File: src/rtl/alarm_pkg.sv
// Shared types, widths and BCD conversion helpers for the alarm controller.
package alarm_pkg;

    typedef enum logic [1:0] {
        ST_IDLE   = 2'd0,
        ST_RING   = 2'd1,
        ST_SNOOZE = 2'd2
    } alarm_state_t;

    localparam int HOUR_W = 5;
    localparam int MIN_W  = 6;

    // Operands are widened to the result width before the multiply so the tens digit cannot overflow.
    function automatic logic [HOUR_W-1:0] bcd_to_hour(input logic [1:0] tens, input logic [3:0] units);
        return ({3'b000, tens} * 5'd10) + {1'b0, units};
    endfunction

    function automatic logic [MIN_W-1:0] bcd_to_minute(input logic [2:0] tens, input logic [3:0] units);
        return ({3'b000, tens} * 6'd10) + {2'b00, units};
    endfunction

endpackage

File: src/rtl/alarm_channel.sv
// One alarm channel: match edge detect, IDLE/RING/SNOOZE FSM and seconds counter.
module alarm_channel
    import alarm_pkg::*;
#(
    parameter int RING_SEC   = 60,
    parameter int SNOOZE_SEC = 300
) (
    input  logic clk,
    input  logic rst_n,
    input  logic sec_tick,
    input  logic match,
    input  logic enable,
    input  logic ack,
    input  logic snooze,
    output logic ringing,
    output logic snoozing
);

    localparam int MAX_SEC = (RING_SEC > SNOOZE_SEC) ? RING_SEC : SNOOZE_SEC;
    localparam int CNT_W   = (MAX_SEC > 1) ? $clog2(MAX_SEC + 1) : 1;

    alarm_state_t     state;
    logic [CNT_W-1:0] sec_cnt;
    logic             match_q;
    logic             trigger;

    assign trigger = match && !match_q;

    // match_q comes out of reset high so a setpoint already matching at release does not ring.
    always_ff @(posedge clk or negedge rst_n) begin
        if (!rst_n) begin
            state    <= ST_IDLE;
            sec_cnt  <= '0;
            match_q  <= 1'b1;
            ringing  <= 1'b0;
            snoozing <= 1'b0;
        end else begin
            match_q <= match;
            if (!enable) begin
                state    <= ST_IDLE;
                sec_cnt  <= '0;
                ringing  <= 1'b0;
                snoozing <= 1'b0;
            end else begin
                case (state)
                    ST_IDLE: begin
                        if (trigger) begin
                            state   <= ST_RING;
                            sec_cnt <= CNT_W'(RING_SEC);
                            ringing <= 1'b1;
                        end
                    end
                    ST_RING: begin
                        if (ack) begin
                            state   <= ST_IDLE;
                            sec_cnt <= '0;
                            ringing <= 1'b0;
                        end else if (snooze) begin
                            state    <= ST_SNOOZE;
                            sec_cnt  <= CNT_W'(SNOOZE_SEC);
                            ringing  <= 1'b0;
                            snoozing <= 1'b1;
                        end else if (sec_tick) begin
                            if (sec_cnt <= CNT_W'(1)) begin
                                state   <= ST_IDLE;
                                sec_cnt <= '0;
                                ringing <= 1'b0;
                            end else begin
                                sec_cnt <= sec_cnt - CNT_W'(1);
                            end
                        end
                    end
                    ST_SNOOZE: begin
                        if (ack) begin
                            state    <= ST_IDLE;
                            sec_cnt  <= '0;
                            snoozing <= 1'b0;
                        end else if (trigger || (sec_tick && sec_cnt <= CNT_W'(1))) begin
                            state    <= ST_RING;
                            sec_cnt  <= CNT_W'(RING_SEC);
                            ringing  <= 1'b1;
                            snoozing <= 1'b0;
                        end else if (sec_tick) begin
                            sec_cnt <= sec_cnt - CNT_W'(1);
                        end
                    end
                    default: begin
                        state    <= ST_IDLE;
                        sec_cnt  <= '0;
                        ringing  <= 1'b0;
                        snoozing <= 1'b0;
                    end
                endcase
            end
        end
    end

endmodule

File: src/rtl/alarm_ring_ctrl.sv
// Multi-channel alarm controller: time conversion, per-channel FSMs, LED blink and optional chime.
// Define HOURLY_CHIME_EN to build the hourly chime; otherwise chime is tied low.
module alarm_ring_ctrl
    import alarm_pkg::*;
#(
    parameter int NUM_ALARMS = 4,
    parameter int CLK_HZ     = 100_000_000,
    parameter int BLINK_HZ   = 2,
    parameter int RING_SEC   = 60,
    parameter int SNOOZE_SEC = 300,
    parameter int CHIME_SEC  = 2
) (
    input  logic                         CLK_100M,
    input  logic                         RST_N,
    input  logic [1:0]                   hour_high,
    input  logic [3:0]                   hour_low,
    input  logic [2:0]                   minute_high,
    input  logic [3:0]                   minute_low,
    input  logic                         sec_tick,
    input  logic [HOUR_W*NUM_ALARMS-1:0] alarm_hour,
    input  logic [MIN_W*NUM_ALARMS-1:0]  alarm_min,
    input  logic [NUM_ALARMS-1:0]        alarm_en,
    input  logic                         ack,
    input  logic                         snooze,
    output logic [NUM_ALARMS-1:0]        ringing,
    output logic [NUM_ALARMS-1:0]        snoozing,
    output logic                         blink,
    output logic                         chime
);

    localparam int HALF_PERIOD = CLK_HZ / (2 * BLINK_HZ);
    localparam int PH_W        = (HALF_PERIOD > 1) ? $clog2(HALF_PERIOD) : 1;

    logic [HOUR_W-1:0]     hour;
    logic [MIN_W-1:0]      minute;
    logic [NUM_ALARMS-1:0] match;
    logic                  any_ringing;
    logic                  ringing_d;
    logic [PH_W-1:0]       phase;

    assign hour        = bcd_to_hour(hour_high, hour_low);
    assign minute      = bcd_to_minute(minute_high, minute_low);
    assign any_ringing = |ringing;

    for (genvar i = 0; i < NUM_ALARMS; i++) begin : g_chan
        assign match[i] = alarm_en[i]
                       && (hour == alarm_hour[HOUR_W*i +: HOUR_W])
                       && (minute == alarm_min[MIN_W*i +: MIN_W]);

        alarm_channel #(
            .RING_SEC   (RING_SEC),
            .SNOOZE_SEC (SNOOZE_SEC)
        ) u_chan (
            .clk      (CLK_100M),
            .rst_n    (RST_N),
            .sec_tick (sec_tick),
            .match    (match[i]),
            .enable   (alarm_en[i]),
            .ack      (ack),
            .snooze   (snooze),
            .ringing  (ringing[i]),
            .snoozing (snoozing[i])
        );
    end

    // Blink starts lit on the first ringing cycle, then toggles every HALF_PERIOD clocks.
    always_ff @(posedge CLK_100M or negedge RST_N) begin
        if (!RST_N) begin
            blink     <= 1'b0;
            ringing_d <= 1'b0;
            phase     <= '0;
        end else begin
            ringing_d <= any_ringing;
            if (!any_ringing) begin
                blink <= 1'b0;
                phase <= '0;
            end else if (!ringing_d) begin
                blink <= 1'b1;
                phase <= '0;
            end else if (phase == PH_W'(HALF_PERIOD - 1)) begin
                blink <= ~blink;
                phase <= '0;
            end else begin
                phase <= phase + PH_W'(1);
            end
        end
    end

`ifdef HOURLY_CHIME_EN
    localparam int CH_W = (CHIME_SEC > 1) ? $clog2(CHIME_SEC + 1) : 1;

    logic [MIN_W-1:0] minute_q;
    logic [MIN_W-1:0] minute_qq;
    logic [CH_W-1:0]  chime_cnt;

    // A ringing alarm cancels any chime in progress.
    always_ff @(posedge CLK_100M or negedge RST_N) begin
        if (!RST_N) begin
            minute_q  <= '0;
            minute_qq <= '0;
            chime_cnt <= '0;
            chime     <= 1'b0;
        end else begin
            minute_q  <= minute;
            minute_qq <= minute_q;
            if (any_ringing) begin
                chime_cnt <= '0;
                chime     <= 1'b0;
            end else if (minute_q == '0 && minute_qq != '0) begin
                chime_cnt <= CH_W'(CHIME_SEC);
                chime     <= 1'b1;
            end else if (sec_tick && chime_cnt != '0) begin
                chime_cnt <= chime_cnt - CH_W'(1);
                if (chime_cnt == CH_W'(1)) begin
                    chime <= 1'b0;
                end
            end
        end
    end
`else
    assign chime = 1'b0;
`endif

endmodule

File: config.mk
export PLATFORM = sky130hd
export DESIGN_NAME = alarm_ring_ctrl
export DESIGN_NICKNAME = d
export VERILOG_FILES = /design/src/rtl/alarm_pkg.sv /design/src/rtl/alarm_channel.sv /design/src/rtl/alarm_ring_ctrl.sv
export SDC_FILE = /design/constraint.sdc
export NUM_CORES = 1
export LEC_CHECK = 0
export ABC_AREA = 1
export CAP_MARGIN = 20
export CORE_MARGIN = 4
export CORE_UTILIZATION = 40
export CTS_BUF_LIST = sky130_fd_sc_hd__clkbuf_8 sky130_fd_sc_hd__clkbuf_16
export DETAILED_ROUTE_END_ITERATION = 10
export GPL_ROUTABILITY_DRIVEN = 0
export MAX_ROUTING_LAYER = met4
export PLACE_DENSITY = 0.66
export REMOVE_ABC_BUFFERS = 1
export SLEW_MARGIN = 15
export SYNTH_ARGS = -nofsm -noshare
export SYNTH_HDL_FRONTEND = slang
export SYNTH_HIERARCHICAL = 1
export SYNTH_SLANG_ARGS = --single-unit
File: constraint.sdc
create_clock -name CLK_100M -period 1.9 [get_ports CLK_100M]
set_input_delay 0.285 -clock CLK_100M [delete_from_list [all_inputs] [get_ports CLK_100M]]
set_output_delay 0.285 -clock CLK_100M [all_outputs]
set_load 0.02 [all_outputs]
Word-level counts from Yosys, hierarchy flattened

Cells that the tools add are included.
Widths: inputs -> output; s select.

$add $sub $neg: 7
Order comparisons: 4
Multiply operators: 2
Equality and inequality tests: 58
Reductions and logical operators: 45
Divide/modulo/power cells: 0
Muxes and demuxes: 136
Shift operators: 0
Bitwise operators: 1

Operators by type and width:

| kind                  | number |
|---|---|
| $mux 9                | 36 |
| $pmux 9 s3            | 4 |
| $mux 25               | 3 |
| $mux 2                | 32 |
| $mux 1                | 49 |
| $ne 5x4->1 const B    | 8 |
| $le 9x1->1 const B    | 4 |
| $ne 3x3->1 const B    | 12 |
| $sub 9x1->9 const B   | 4 |
| $reduce_and 4->1      | 8 |
| $ne 3x2->1 const B    | 9 |
| $add 25x1->25 const B | 1 |
| $eq 25x25->1 const B  | 1 |
| $eq 6x6->1            | 4 |
| $pmux 1 s3            | 8 |
| $pmux 2 s3            | 4 |
| $eq 5x5->1            | 4 |
| $ne 5x5->1 const B    | 4 |
| $reduce_and 5->1      | 4 |
| $logic_and 1x1->1     | 16 |
| $ne 4x3->1 const B    | 4 |
| $reduce_and 3->1      | 4 |
| $eq 2x1->1 const B    | 4 |
| $eq 2x2->1 const B    | 4 |
| other kinds (10)      | 22 |

ROM bits: 0
Input port bits: 66
Memories: 0
Register bits after elaboration: 83
Bits in writable memories: 0
Bits in latches: 0

Longest topological paths before layout

Gate-level depths: netlist of run 1.

Depth after elaboration: 11
Gate-level depth with buffers: 21
Gate-level depth less buffers: 20

By module

The synthesis of run 1 kept the hierarchy.

By module, submodules not included:

| module          | cells an instance | area each (sq um) | times used |
|---|---|---|---|
| alarm_channel   | 162               | 1122.3            | 4 |
| alarm_ring_ctrl | 465               | 2740.1            | 1 |

Worst setup path after synthesis of run 1

No wires, ideal clock.

Path kind: input-to-reg
Start point: input minute_high[0]
End point: register g_chan[1].u_chan.sec_cnt[0]
Slack: -688 ps
Data arrival time: 2512 ps
Cell stages on the path: 20
Data required time: 1824 ps
Buffers on the path: 1
Cells stage by stage: ha_1 > inv_1 > fa_1 > clkbuf_1 > nor2_1 > nor2_1 > nand2_1 > nor2_1 > nand2_1 > nor2_1 > nand3_1 > nor2_1 > nand2_2 > nand3_1 > nand2_2 > nor2_4 > nand2_2 > clkinv_2 > nand3_1 > o21ai_1

Longest elaborated chain between the ends: 10
Elaborated cells between the ends (all ways): 13

RTL lines:

| what                   | RTL line              | RTL |
|---|---|---|
| start: declaration     | alarm_ring_ctrl.sv:17 | `input logic [2:0] minute_high,` |
| $mul 3x3->5 *          | alarm_pkg.sv:19       | `return ({3'b000, tens} * 6'd10) + {2'b00, units};` |
| $add 6x4->6 *          | alarm_pkg.sv:19       |  |
| $eq 6x6->1 *           | alarm_ring_ctrl.sv:48 | `&& (minute == alarm_min[MIN_W*i +: MIN_W]);` |
| $logic_and 1x1->1 *    | alarm_ring_ctrl.sv:48 |  |
| via match[1]           | alarm_ring_ctrl.sv:36 | `logic [NUM_ALARMS-1:0] match;` |
| $logic_and 1x1->1 *    | alarm_channel.sv:27   | `assign trigger = match && !match_q;` |
| $logic_or 1x1->1       | alarm_channel.sv:78   | `end else if (trigger \|\| (sec_tick && sec_cnt <= CNT_W'(1))) begin` |
| $mux 9                 | alarm_channel.sv:78   |  |
| $mux 9                 | alarm_channel.sv:74   | `if (ack) begin` |
| $pmux 9 s3             | alarm_channel.sv:45   | `case (state)` |
| $mux 9                 | alarm_channel.sv:39   | `if (!enable) begin` |
| end signal: assignment | alarm_channel.sv:49   | `sec_cnt <= CNT_W'(RING_SEC);` |
| end signal: assignment | alarm_channel.sv:80   | `sec_cnt <= CNT_W'(RING_SEC);` |
| end signal: assignment | alarm_channel.sv:84   | `sec_cnt <= sec_cnt - CNT_W'(1);` |
| end: declaration       | alarm_channel.sv:23   | `logic [CNT_W-1:0] sec_cnt;` |

Mark *: on every way through the listed nets, which the timed path passes. The rest lies on a longest branch.
A chain may end at the register's enable or synchronous reset.

Worst setup path after layout of run 1

Start point: input minute_high[2]
End point: register g_chan[3].u_chan.sec_cnt[7]

Longest elaborated chain between the ends: 10
Elaborated cells between the ends (all ways): 13

RTL lines:

| what                   | RTL line |
|---|---|
| $mul 3x3->5 *          | alarm_pkg.sv:19 |
| $add 6x4->6 *          | alarm_pkg.sv:19 |
| $eq 6x6->1 *           | alarm_ring_ctrl.sv:48 |
| $logic_and 1x1->1 *    | alarm_ring_ctrl.sv:48 |
| via match[3]           | alarm_ring_ctrl.sv:36 |
| $logic_and 1x1->1 *    | alarm_channel.sv:27 |
| $logic_or 1x1->1       | alarm_channel.sv:78 |
| $mux 9                 | alarm_channel.sv:78 |
| $mux 9                 | alarm_channel.sv:74 |
| $pmux 9 s3             | alarm_channel.sv:45 |
| $mux 9                 | alarm_channel.sv:39 |
| end signal: assignment | alarm_channel.sv:49 |
| end signal: assignment | alarm_channel.sv:80 |
| end signal: assignment | alarm_channel.sv:84 |
| end: declaration       | alarm_channel.sv:23 |

Marked as above.

==> summary.md, run 1 <==
| Metric | Value |
|---|---|
| Outcome | finished, violations left |
| Violations in the final reports | negative setup slack |
| Total power draw | between 0.006 and 0.007 W |
| FMAX | between 400 and 500 MHz |
| Die ar. | 20,300 um2 |
| Power per cell area | roughly 700 nW/um2 |
| Routed vias | between 7k and 8k |
| Height of the die | about 140 um |
| # setup viols final | 53 |
| Crit Path Max Fanout | 6 |
| RR Endpoint | phase[20] |
| FP Rows | 48 |
| Initial antenna violation count | 0 |
| Most frequent cell after synthesis | nand2_1 |
| Via density | slightly below 5 |
| Tcrit/Tclk final | 1.27 |
| Clock sinks | 83 |
| Final min period | approximately 2400 ps |
| Setup CP Type | input port to flop |
| Filler Cells Inserted | roughly 1.7k |
| DRC viols | 0 |
| Initial Util | 0.414 |
| Max cap viols | 0 |
| Pin count of the biggest net entering global routing | 84 |
| Antenna diodes | 0 |
| Non-Filler Instances | 1,493 |
| Global-route wire length before repair | 32,200 um |
| Area Overhead vs Synth | 29.7% |
| Skew final | 4.92 ps |
| Worst-Skew Late Latency | approximately 350 ps |
| Die X | 142 um |
| Synth cell count leaders | 369 x nand2_1, 149 x inv_1, 122 x nand3_1 |
| Delay-heaviest family, CP | simple AND/OR/NAND/NOR gates |
| CP Cell Sequence | dlygate4sd2_1, ha_4, ha_4, buf_4, a21oi_2, nand3_1, nand3_1, nand3_1, nor2_2, nand2_2, nand4_1, nor2_2, nor2_4, buf_4, nand3_2, nand2_1, a21oi_2 |
| CTS Buf Count | 9 |
| Number of synthesized flops with an enable pin | 0 |
| Share of cells above drive strength 1 | 0.226 |
| Number of global-route vias before repair | between 7k and 8k |
| Sequential fraction of the synthesis area | 0.288 |
| CTS tree | done |
| Crit path buf inv count | 3 |
| Post-synth top area share | 0.273 |
| Synth area leaders | dfrtp_1 27%, nand2_1 19%, nand3_1 8.4%, inv_1 7.7%, nor2_1 6.2% |
| Pins Over Slew Limit | 0 |
| RSZ-0062 raised after global routing | true |
| Clock transition at path regs | approximately 60 ps |
| Avg WL per Cell | between 10 and 15 um |
| Overall Global Routing Usage | 0.197 |
| Peak VDD IR | a little over 0.5 mV |
| Worst reg2reg setup slack | about 230 ps |
| CP most frequent cell | nand3_1 |
| Synth Flop Type | dfrtp_1 |
| Total grt overflow | 0 |
| Worst setup SP type | input port |
| Max incr delay on CP | between 200 and 300 ps |
| Worst Setup EP | g_chan[3].u_chan/sec_cnt[7] |
| Core area | between 15,000 and 20,000 um2 |
| Synth Register Bits | 83 |
| HPWL after DPL | between 10,000 and 15,000 um |
| Synth cell types | 37 |
| Worst Setup End Kind | flop |
| Cell depth of the worst setup path | 17 |
| Synth warn | 6 |
| Crit-path slowest cell | ha_4 |
| Worst EP arrival | roughly 2700 ps |
| RR Startpoint | phase[0] |
| Worst Hold Class | flop to flop |
| IO Pins | 76 |
| # nets final | 1,348 |
| Syn Area/Cell | 6.50 um2 |
| Mapped Area | roughly 7200 um2 |
| First DRT Iteration DRCs | approximately 300 |
| CP required | 2140 ps |
| Routed Antenna Nets | 0 |
| Reg2reg path depth | 9 |
| Critical path startpoint | minute_high[2] |
| Iteration count of the initial detailed-routing pass | 7 |
| Buffers on Ports | between 70 and 80 |
| Cell taking the most area after synthesis | dfrtp_1 |
| # H-tree levels | 3 |
| Final worst slack | -522 ps |
| Final Hold Viols | 0 |
| Cells after Synth | approximately 1.1k |
| Clk buf depth | 2 |
| Leak Pwr | between 4 and 5 nW |
| Dpl cells | around 1.5k |
| Drt total wl | ~19,000 um |
| CTS root buf | clkbuf_16 |
| Asr flop ratio synth | 1.00 |
## sequential cells by signal (all words and copies together) (netlist names)
register,count
g_chan.u_chan/sec_cnt,36
phase,25
g_chan.u_chan/state,8
g_chan.u_chan/match_q,4
g_chan.u_chan/ringing,4
g_chan.u_chan/snoozing,4
blink,1
ringing_d,1
## worst min path at each step
stage,startpoint,endpoint,cells after the start
6_report,phase[0],phase[0],1
5_1_grt,g_chan[1].u_chan/snoozing,g_chan[1].u_chan/snoozing,2
4_1_cts,phase[0],phase[0],1
3_5_place_dp,RST_N,g_chan[1].u_chan/sec_cnt[2],2
3_3_place_gp,RST_N,g_chan[1].u_chan/sec_cnt[2],2
2_1_floorplan,RST_N,blink,0
## routing by layer
metal  track usage  vias up  part of all wire  wire [um]
met2         0.316      168              0.47       8760
met1         0.257     3283              0.47       8940
met3        0.0255       27             0.042        796
li1              -     3789                 -          -
met4        0.0645        0             0.018        341
met5             -        -                 0          0
## where the power goes
part	internal [W]	leakage, nW	switching [W]
registers	0.00196	1.10	0.000257
logic	0.00107	3.48	0.00156
clock network	0.000948	0.141	0.000734
## metrics by stage
step                      setup TNS [ps]  area [um2]  utilization  hold slack, ps  setup slack (ps)
after floorplan                   -25920        7170            -           -10.6              -592
after global placement            -66390        8640        0.495             353             -1470
after detailed placement          -67350        8640        0.495             357             -1420
after CTS                         -20080        9270        0.530             465              -512
after global routing              -31360        9380        0.537             506              -700
final                             -21610        9380        0.537             464              -522
## layout by cell type, fill, tap and decap left out, types with 14 or more instances in the layout
cell / netlist / layout
nand3b_1: 25 / 25
nand2_2: 31 / 52
dfrtp_1: 79 / 79
nand3_1: 122 / 103
nand4_1: 33 / 33
nor2_4: 25 / 26
clkdlybuf4s50_1: 0 / 63
nor2_2: 7 / 14
nor2_1: 119 / 111
inv_2: 22 / 25
inv_1: 149 / 146
xor2_1: 15 / 15
nand2_1: 369 / 347
buf_4: 5 / 65
nand3_2: 7 / 26
## timing repair
action,in CTS,in global routing
hold buffers,1,0
endpoints found under the hold margin,47,0
resized for setup,100,23
pin swaps,49,35
setup endpoints to repair,56,55
buffers inserted,11,8
## logic make-up after synthesis
logic type      count (synthesis)  synth area share
compound gates                 42            0.0415
xor+xnor                       18            0.0218
fa+ha+maj                      19            0.0350
buf+inv                       183            0.0993
flops                          83             0.288
other cells                     1          0.000519
simple gates                  767             0.514
## final cells by class
cell class	count	area, um2	area share
clock buffers	11	253	0.0270
clock inverters	5	27.5	0.00294
inverters	175	677	0.0722
multi-input cells	847	4710	0.503
flip-flops and latches	83	2080	0.222
well taps	225	282	0.0300
repair buffers	147	1340	0.143
Note: power is estimated with default switching activity, not from simulation.
==> run 2, diff against run 1 <==
Settings changed: SKIP_LAST_GASP from default to 1.
==> run 2 against run 1 <==
Against the previous run: the run still ends with negative setup slack left; largest power group unchanged; critical path type unchanged; die area stayed put; hold slack hardly changed; first-iteration DRC count is 1.0% lower; critical path depth stayed put; utilization hardly changed; largest cell class unchanged; critical endpoint unchanged.
==> summary.md, run 2 (synthesis gave the netlist of run 1 again) <==
| Metric | Value |
|---|---|
| Filler Cells Inserted | 1,704 (was 1,705) |
| FP Rows | 48 (unchanged) |
| First DRT Iteration DRCs | 298 (was 301) |
| Via density | 4.87 (about the same) |
| Power per cell area | 697 nW/um2 (about the same) |
| Drt total wl | 18,800 um (about the same) |
| Tcrit/Tclk final | 1.28 (was 1.27) |
| Violations in the final reports | negative setup slack (unchanged) |
| Outcome | finished, violations left (unchanged) |
| Peak VDD IR | 0.511 mV (about the same) |
| Area Overhead vs Synth | 29.6% (was 29.7%) |
| Final min period | 2430 ps (was 2420 ps) |
| Max cap viols | 0 (unchanged) |
| Dpl cells | 1,459 (unchanged) |
| Share of cells above drive strength 1 | 0.223 (was 0.226) |
| Die ar. | 20,300 um2 (unchanged) |
| Iteration count of the initial detailed-routing pass | 5 (was 7) |
| Largest register FFs | 36 (unchanged) |
| Initial antenna violation count | 0 (unchanged) |
| Clk buf depth | 2 (unchanged) |
| Total grt overflow | 0 (unchanged) |
| # nets final | 1,348 (unchanged) |
| Net Sw Frac | 0.390 (was 0.391) |
| RSZ-0062 raised after global routing | true (unchanged) |
| Global-route wire length before repair | 32,200 um (unchanged) |
| CTS Buf Count | 9 (unchanged) |
| Clk pwr share | 0.257 (about the same) |
| FF+latch area | 2080 um2 (unchanged) |
| Routed vias | 7,268 (was 7,267) |
| CP required | 2140 ps (about the same) |
| Final Hold Viols | 0 (unchanged) |
| Core area | 17,500 um2 (unchanged) |
| Worst Hold Class | flop to flop (unchanged) |
| Crit Path Max Fanout | 6 (unchanged) |
| Avg WL per Cell | 12.6 um (about the same) |
| IO Pins | 76 (unchanged) |
| Pin count of the biggest net entering global routing | 84 (unchanged) |
| Multi-input gate area | 4700 um2 (was 4710 um2) |
| HPWL after DPL | 14,400 um (unchanged) |
| FMAX | 411 MHz (was 413 MHz) |
| Internal power | 0.00398 W (about the same) |
| Skew final | 4.57 ps (was 4.92 ps) |
| Pins Over Slew Limit | 0 (unchanged) |
| Clock transition at path regs | 60 ps (about the same) |
| Die X | 142 um (unchanged) |
| Sequential Power Share | 0.339 (about the same) |
| Worst setup SP type | input port (unchanged) |
| Final worst slack | -534 ps (was -522 ps) |
| Initial Util | 0.414 (unchanged) |
| Height of the die | 142 um (unchanged) |
| Worst EP arrival | 2680 ps (was 2660 ps) |
| CTS root buf | clkbuf_16 (unchanged) |
| Largest Register | g_chan.u_chan/sec_cnt (unchanged) |
| # H-tree levels | 3 (unchanged) |
| Antenna diodes | 0 (unchanged) |
| WHS | 464 ps (about the same) |
| Number of global-route vias before repair | 7,040 (was 7,038) |
| Biggest regs | g_chan.u_chan/sec_cnt x36, phase x25, g_chan.u_chan/state x8 (unchanged) |
| CTS tree | done (unchanged) |
| Most common cell after layout, fill and taps aside | nand2_1 (unchanged) |
| Non-Filler Instances | 1,493 (unchanged) |
| DRC viols | 0 (unchanged) |
| Worst-Skew Late Latency | 350 ps (about the same) |
| Buffers on Ports | 74 (unchanged) |
| Worst Setup End Kind | flop (unchanged) |
| Commonest non-fill, non-tap cells in the layout | 349 x nand2_1, 146 x inv_1, 111 x nor2_1, 103 x nand3_1, 79 x dfrtp_1 (was 347 x nand2_1, 146 x inv_1, 111 x nor2_1, 103 x nand3_1, 79 x dfrtp_1) |
| Logic pwr share | 0.404 (about the same) |
| # setup viols final | 53 (unchanged) |
| Total power draw | 0.00653 W (was 0.00654 W) |
| Routed Antenna Nets | 0 (unchanged) |
| Setup CP Type | input port to flop (unchanged) |
| Sw power | 0.00255 W (was 0.00256 W) |
| Overall Global Routing Usage | 0.197 (unchanged) |
| Clock sinks | 83 (unchanged) |
| Leak Pwr | 4.72 nW (about the same) |
-- run 2: cell type report --
type                    instances  share of cell area
clock buffers                  11              0.0270
clock inverters                 5             0.00294
inverters                     175              0.0722
multi-input cells             847               0.502
flip-flops and latches         83               0.222
well taps                     225              0.0300
repair buffers                147               0.143
-- run 2: worst max-delay path: stages --
cell,delay [ps]
dlygate4sd2_1,270
ha_4,280
ha_4,200
buf_4,140
a21oi_2,170
nand3_1,160
nand3_1,100
nand3_1,130
nor2_2,180
nand2_2,90
nand4_1,100
nor2_2,60
nor2_4,210
buf_4,150
nand3_2,50
nand2_1,90
a21oi_2,30
-- run 2: power groups by stage --
stage	sequential (W)	combinational, W	clock (W)
after floorplan	0.00222	0.00170	0
after global placement	0.00224	0.00245	0
after detailed placement	0.00225	0.00249	0
after CTS	0.00221	0.00261	0.00174
after global routing	0.00225	0.00297	0.00180
final	0.00222	0.00263	0.00168
-- run 2: stage by stage --
step / util / cell area, um2 / setup slack [ps] / setup TNS [ps]
6_report: 0.536 / 9370 / -534 / -21830
5_1_grt: 0.536 / 9370 / -707 / -31420
4_1_cts: 0.530 / 9270 / -512 / -20260
3_5_place_dp: 0.495 / 8640 / -1420 / -67350
3_3_place_gp: 0.495 / 8640 / -1470 / -66390
2_1_floorplan: - / 7170 / -592 / -25920
-- run 2: path summary, 6_finish.rpt --
kind,to,cells past startpoint,slack (ps),start
max,g_chan[3].u_chan/sec_cnt[7],17,-530,minute_high[2]
min,phase[0],1,460,phase[0]
max reg2reg,phase[20],9,230,phase[0]
min reg2reg,phase[0],1,460,phase[0]
max in group asynchronous,g_chan[2].u_chan/sec_cnt[6],3,1000,RST_N
min in group asynchronous,g_chan[1].u_chan/sec_cnt[3],3,470,RST_N
-- run 2: layer usage --
metal,share of wire,track usage,vias to the layer above
met3,0.043,0.0255,25
li1,-,-,3790
met1,0.47,0.257,3268
met5,0,-,-
met4,0.018,0.0645,0
met2,0.47,0.316,185
-- run 2: what timing repair did --
item / CTS / global route
hold buffers: 1 / 0
endpoints found under the setup margin: 56 / 55
hold endpoints to repair: 47 / 0
resized for setup: 97 / 21
buffers inserted: 11 / 8
pin swaps: 49 / 34
==> run 3, diff against run 2 <==
==> constraint.sdc (replaced) <==
create_clock -name CLK_100M -period 2.55 [get_ports CLK_100M]
set_input_delay 0.51 -clock CLK_100M [delete_from_list [all_inputs] [get_ports CLK_100M]]
set_output_delay 0.51 -clock CLK_100M [all_outputs]
set_load 0.02 [all_outputs]
==> run 3 against run 2 <==
Against the previous run: the run still ends with negative setup slack left; design area shrank 0.52%; first-iteration DRC count grew 5.4%; sequential cell count is the same; critical path depth grew 2; clock power shrank 20%; cell count shrank 1.2%; routed wire length shrank 1.8%; sequential power shrank 26%; total power shrank 24%; clock skew grew 1.5 ps; die area is the same; largest power group unchanged.
==> summary.md, run 3 (synthesis gave the netlist of run 1 again) <==
| Metric | Value |
|---|---|
| Outcome | finished, violations left (unchanged) |
| Violations in the final reports | negative setup slack (unchanged) |
| Crit path buf inv count | 3 (unchanged) |
| Routed vias | 7,235 (was 7,268) |
| IO Pins | 76 (unchanged) |
| Worst setup SP type | input port (unchanged) |
| Antenna diodes | 0 (unchanged) |
| Number of global-route vias before repair | 6,921 (was 7,040) |
| # H-tree levels | 3 (unchanged) |
| Final Hold Viols | 0 (unchanged) |
| Core area | 17,500 um2 (unchanged) |
| Global-route wire length before repair | 31,400 um (was 32,200 um) |
| Pin count of the biggest net entering global routing | 49 (was 84) |
| Drt total wl | 18,500 um (was 18,800 um) |
| Cell Area, Placed | 8520 um2 (was 8640 um2) |
| CP Cell Sequence | buf_8, ha_4, fa_2, inv_2, nand2_1, nand3_1, nor2_1, nand2_1, nor2_1, nand3_1, nor2_2, nand2_2, nand4_1, nor2_2, nor2_4, nand2_2, clkinv_4, nand3_2, o21ai_1 (was dlygate4sd2_1, ha_4, ha_4, buf_4, a21oi_2, nand3_1, nand3_1, nand3_1, nor2_2, nand2_2, nand4_1, nor2_2, nor2_4, buf_4, nand3_2, nand2_1, a21oi_2) |
| Most common cell after layout, fill and taps aside | nand2_1 (unchanged) |
| Die ar. | 20,300 um2 (unchanged) |
| Initial Util | 0.414 (unchanged) |
| Fin Setup TNS | -1310 ps (was -21,830 ps) |
| FMAX | between 300 and 400 MHz |
| CTS Buf Count | 9 (unchanged) |
| Skew final | 6.11 ps (was 4.57 ps) |
| Number of hold buffers added after CTS | 0 (was 1) |
| Initial antenna violation count | 0 (unchanged) |
| Worst reg2reg setup slack | 850 ps (was 230 ps) |
| Delay-heaviest family, CP | simple AND/OR/NAND/NOR gates (unchanged) |
| Tcrit/Tclk final | 1.05 |
| Pins Over Slew Limit | 0 (unchanged) |
| CTS root buf | clkbuf_16 (unchanged) |
| Final min period | about 2700 ps |
| # nets final | 1,330 (was 1,348) |
| CP required | 2820 ps (was 2140 ps) |
| Largest register FFs | 36 (unchanged) |
| Clock transition at path regs | 60 ps (about the same) |
| Max incr delay on CP | 610 ps (was 280 ps) |
| Biggest regs | g_chan.u_chan/sec_cnt x36, phase x25, g_chan.u_chan/state x8 (unchanged) |
| Cell depth of the worst setup path | 19 (was 17) |
| Share of cells above drive strength 1 | 0.232 (was 0.223) |
| Worst Tran Pin Value | roughly 660 ps |
| RR Startpoint | g_chan[0].u_chan/sec_cnt[0] (was phase[0]) |
| Peak VDD IR | 0.373 mV (was 0.511 mV) |
| Via density | 4.91 (was 4.87) |
| Height of the die | 142 um (unchanged) |
| Leak Pwr | 4.66 nW (was 4.72 nW) |
| Commonest non-fill, non-tap cells in the layout | 329 x nand2_1, 145 x inv_1, 108 x nor2_1, 101 x nand3_1, 79 x dfrtp_1 (was 349 x nand2_1, 146 x inv_1, 111 x nor2_1, 103 x nand3_1, 79 x dfrtp_1) |
| Reg2reg path depth | 11 (was 9) |
| CTS tree | done (unchanged) |
| RR Endpoint | g_chan[0].u_chan/sec_cnt[8] (was phase[20]) |
| Iteration count of the initial detailed-routing pass | 5 (unchanged) |
| # setup viols final | 26 (was 53) |
| Fin area | 9320 um2 (was 9370 um2) |
| Total grt overflow | 0 (unchanged) |
| Place WS | -1050 ps (was -1420 ps) |
| Final worst slack | -139 ps (was -534 ps) |
| Crit-path slowest cell | fa_2 (was ha_4) |
| Worst-Skew Late Latency | 350 ps (about the same) |
| Relative slew slack | 0.561 |
| Buffers on Ports | 74 (unchanged) |
| DRC viols | 0 (unchanged) |
| RSZ-0062 raised after global routing | true (unchanged) |
| Dpl cells | 1,446 (was 1,459) |
| Setup CP Type | input port to flop (unchanged) |
| First DRT Iteration DRCs | 314 (was 298) |
| Avg WL per Cell | 12.5 um (was 12.6 um) |
| FP Rows | 48 (unchanged) |
| Non-Filler Instances | 1,475 (was 1,493) |
| Crit Path Max Fanout | 7 (was 6) |
| Max cap viols | 0 (unchanged) |
| HPWL after DPL | 14,400 um (about the same) |
| Clk buf depth | 2 (unchanged) |
| Largest Register | g_chan.u_chan/sec_cnt (unchanged) |
| Routed Antenna Nets | 0 (unchanged) |
| Die X | 142 um (unchanged) |
| Clock sinks | 83 (unchanged) |
| Power per cell area | 532 nW/um2 (was 697 nW/um2) |
| Worst EP arrival | 2960 ps (was 2680 ps) |
| Area Overhead vs Synth | 28.9% (was 29.6%) |
| Overall Global Routing Usage | 0.191 (was 0.197) |
| Worst Hold Class | input port to async pin (was flop to flop) |
| Worst Setup End Kind | flop (unchanged) |
## run 3: changes by cell type in the layout (fill, tap and decap cells not counted), sizes merged
cell           before  now
clkinv              8    6
clkdlybuf4s50      64   62
buf                78   61
dlymetal6s2s        0    2
dlygate4sd3         1    0
clkbuf             12   11
inv               171  172
bufinv              0    1
clkinvlp            1    2
## run 3: report_power, final
| group | switching (W) | total [W] | internal, W | leakage (nW) |
|---|---|---|---|---|
| Combinational | 0.00117 | 0.00196 | 0.000793 | 3.42 |
| Clock | 0.000560 | 0.00135 | 0.000785 | 0.145 |
| Sequential | 0.000193 | 0.00165 | 0.00146 | 1.10 |
| Total | 0.00192 | 0.00496 | 0.00304 | 4.66 |
## run 3: how the worst max path moves through the flow
| stage | start | to | slack [ps] |
|---|---|---|---|
| 2_1_floorplan | minute_high[0] | g_chan[1].u_chan/sec_cnt[0] | -170 |
| 3_3_place_gp | minute_high[0] | g_chan[2].u_chan/sec_cnt[0] | -1020 |
| 3_5_place_dp | minute_high[0] | g_chan[2].u_chan/sec_cnt[0] | -1050 |
| 4_1_cts | minute_high[0] | g_chan[2].u_chan/sec_cnt[0] | -100 |
| 5_1_grt | hour_low[2] | g_chan[3].u_chan/sec_cnt[6] | -310 |
| 6_report | hour_high[0] | g_chan[2].u_chan/sec_cnt[1] | -140 |
## run 3: metrics by stage
step	utilization	hold slack, ps	total power, W
3_5_place_dp	0.488	468	0.00350
4_1_cts	0.520	211	0.00493
6_report	0.533	186	0.00496
5_1_grt	0.533	236	0.00534
2_1_floorplan	-	214	0.00292
3_3_place_gp	0.488	455	0.00348
## run 3: area by class of cell
class | count | area (um2)
clock buffer | 10 | 239
clock inverter | 6 | 63.8
fill | 1696 | 8160
inverter | 175 | 677
multi-input combinational | 847 | 4770
sequential | 83 | 2080
tap | 225 | 282
timing repair buffer | 129 | 1210
## run 3: routing by layer
metal,share of wire,vias to the layer above,GRT usage
li1,-,3755,-
met1,0.47,3293,0.256
met2,0.47,167,0.300
met3,0.042,20,0.0252
met4,0.016,0,0.0625
met5,0,-,-
## run 3: timing repair
action,4_1_cts,5_1_grt
buffers inserted,13,5
resized for setup,66,77
endpoints found under the setup margin,52,52
pin swaps,39,69
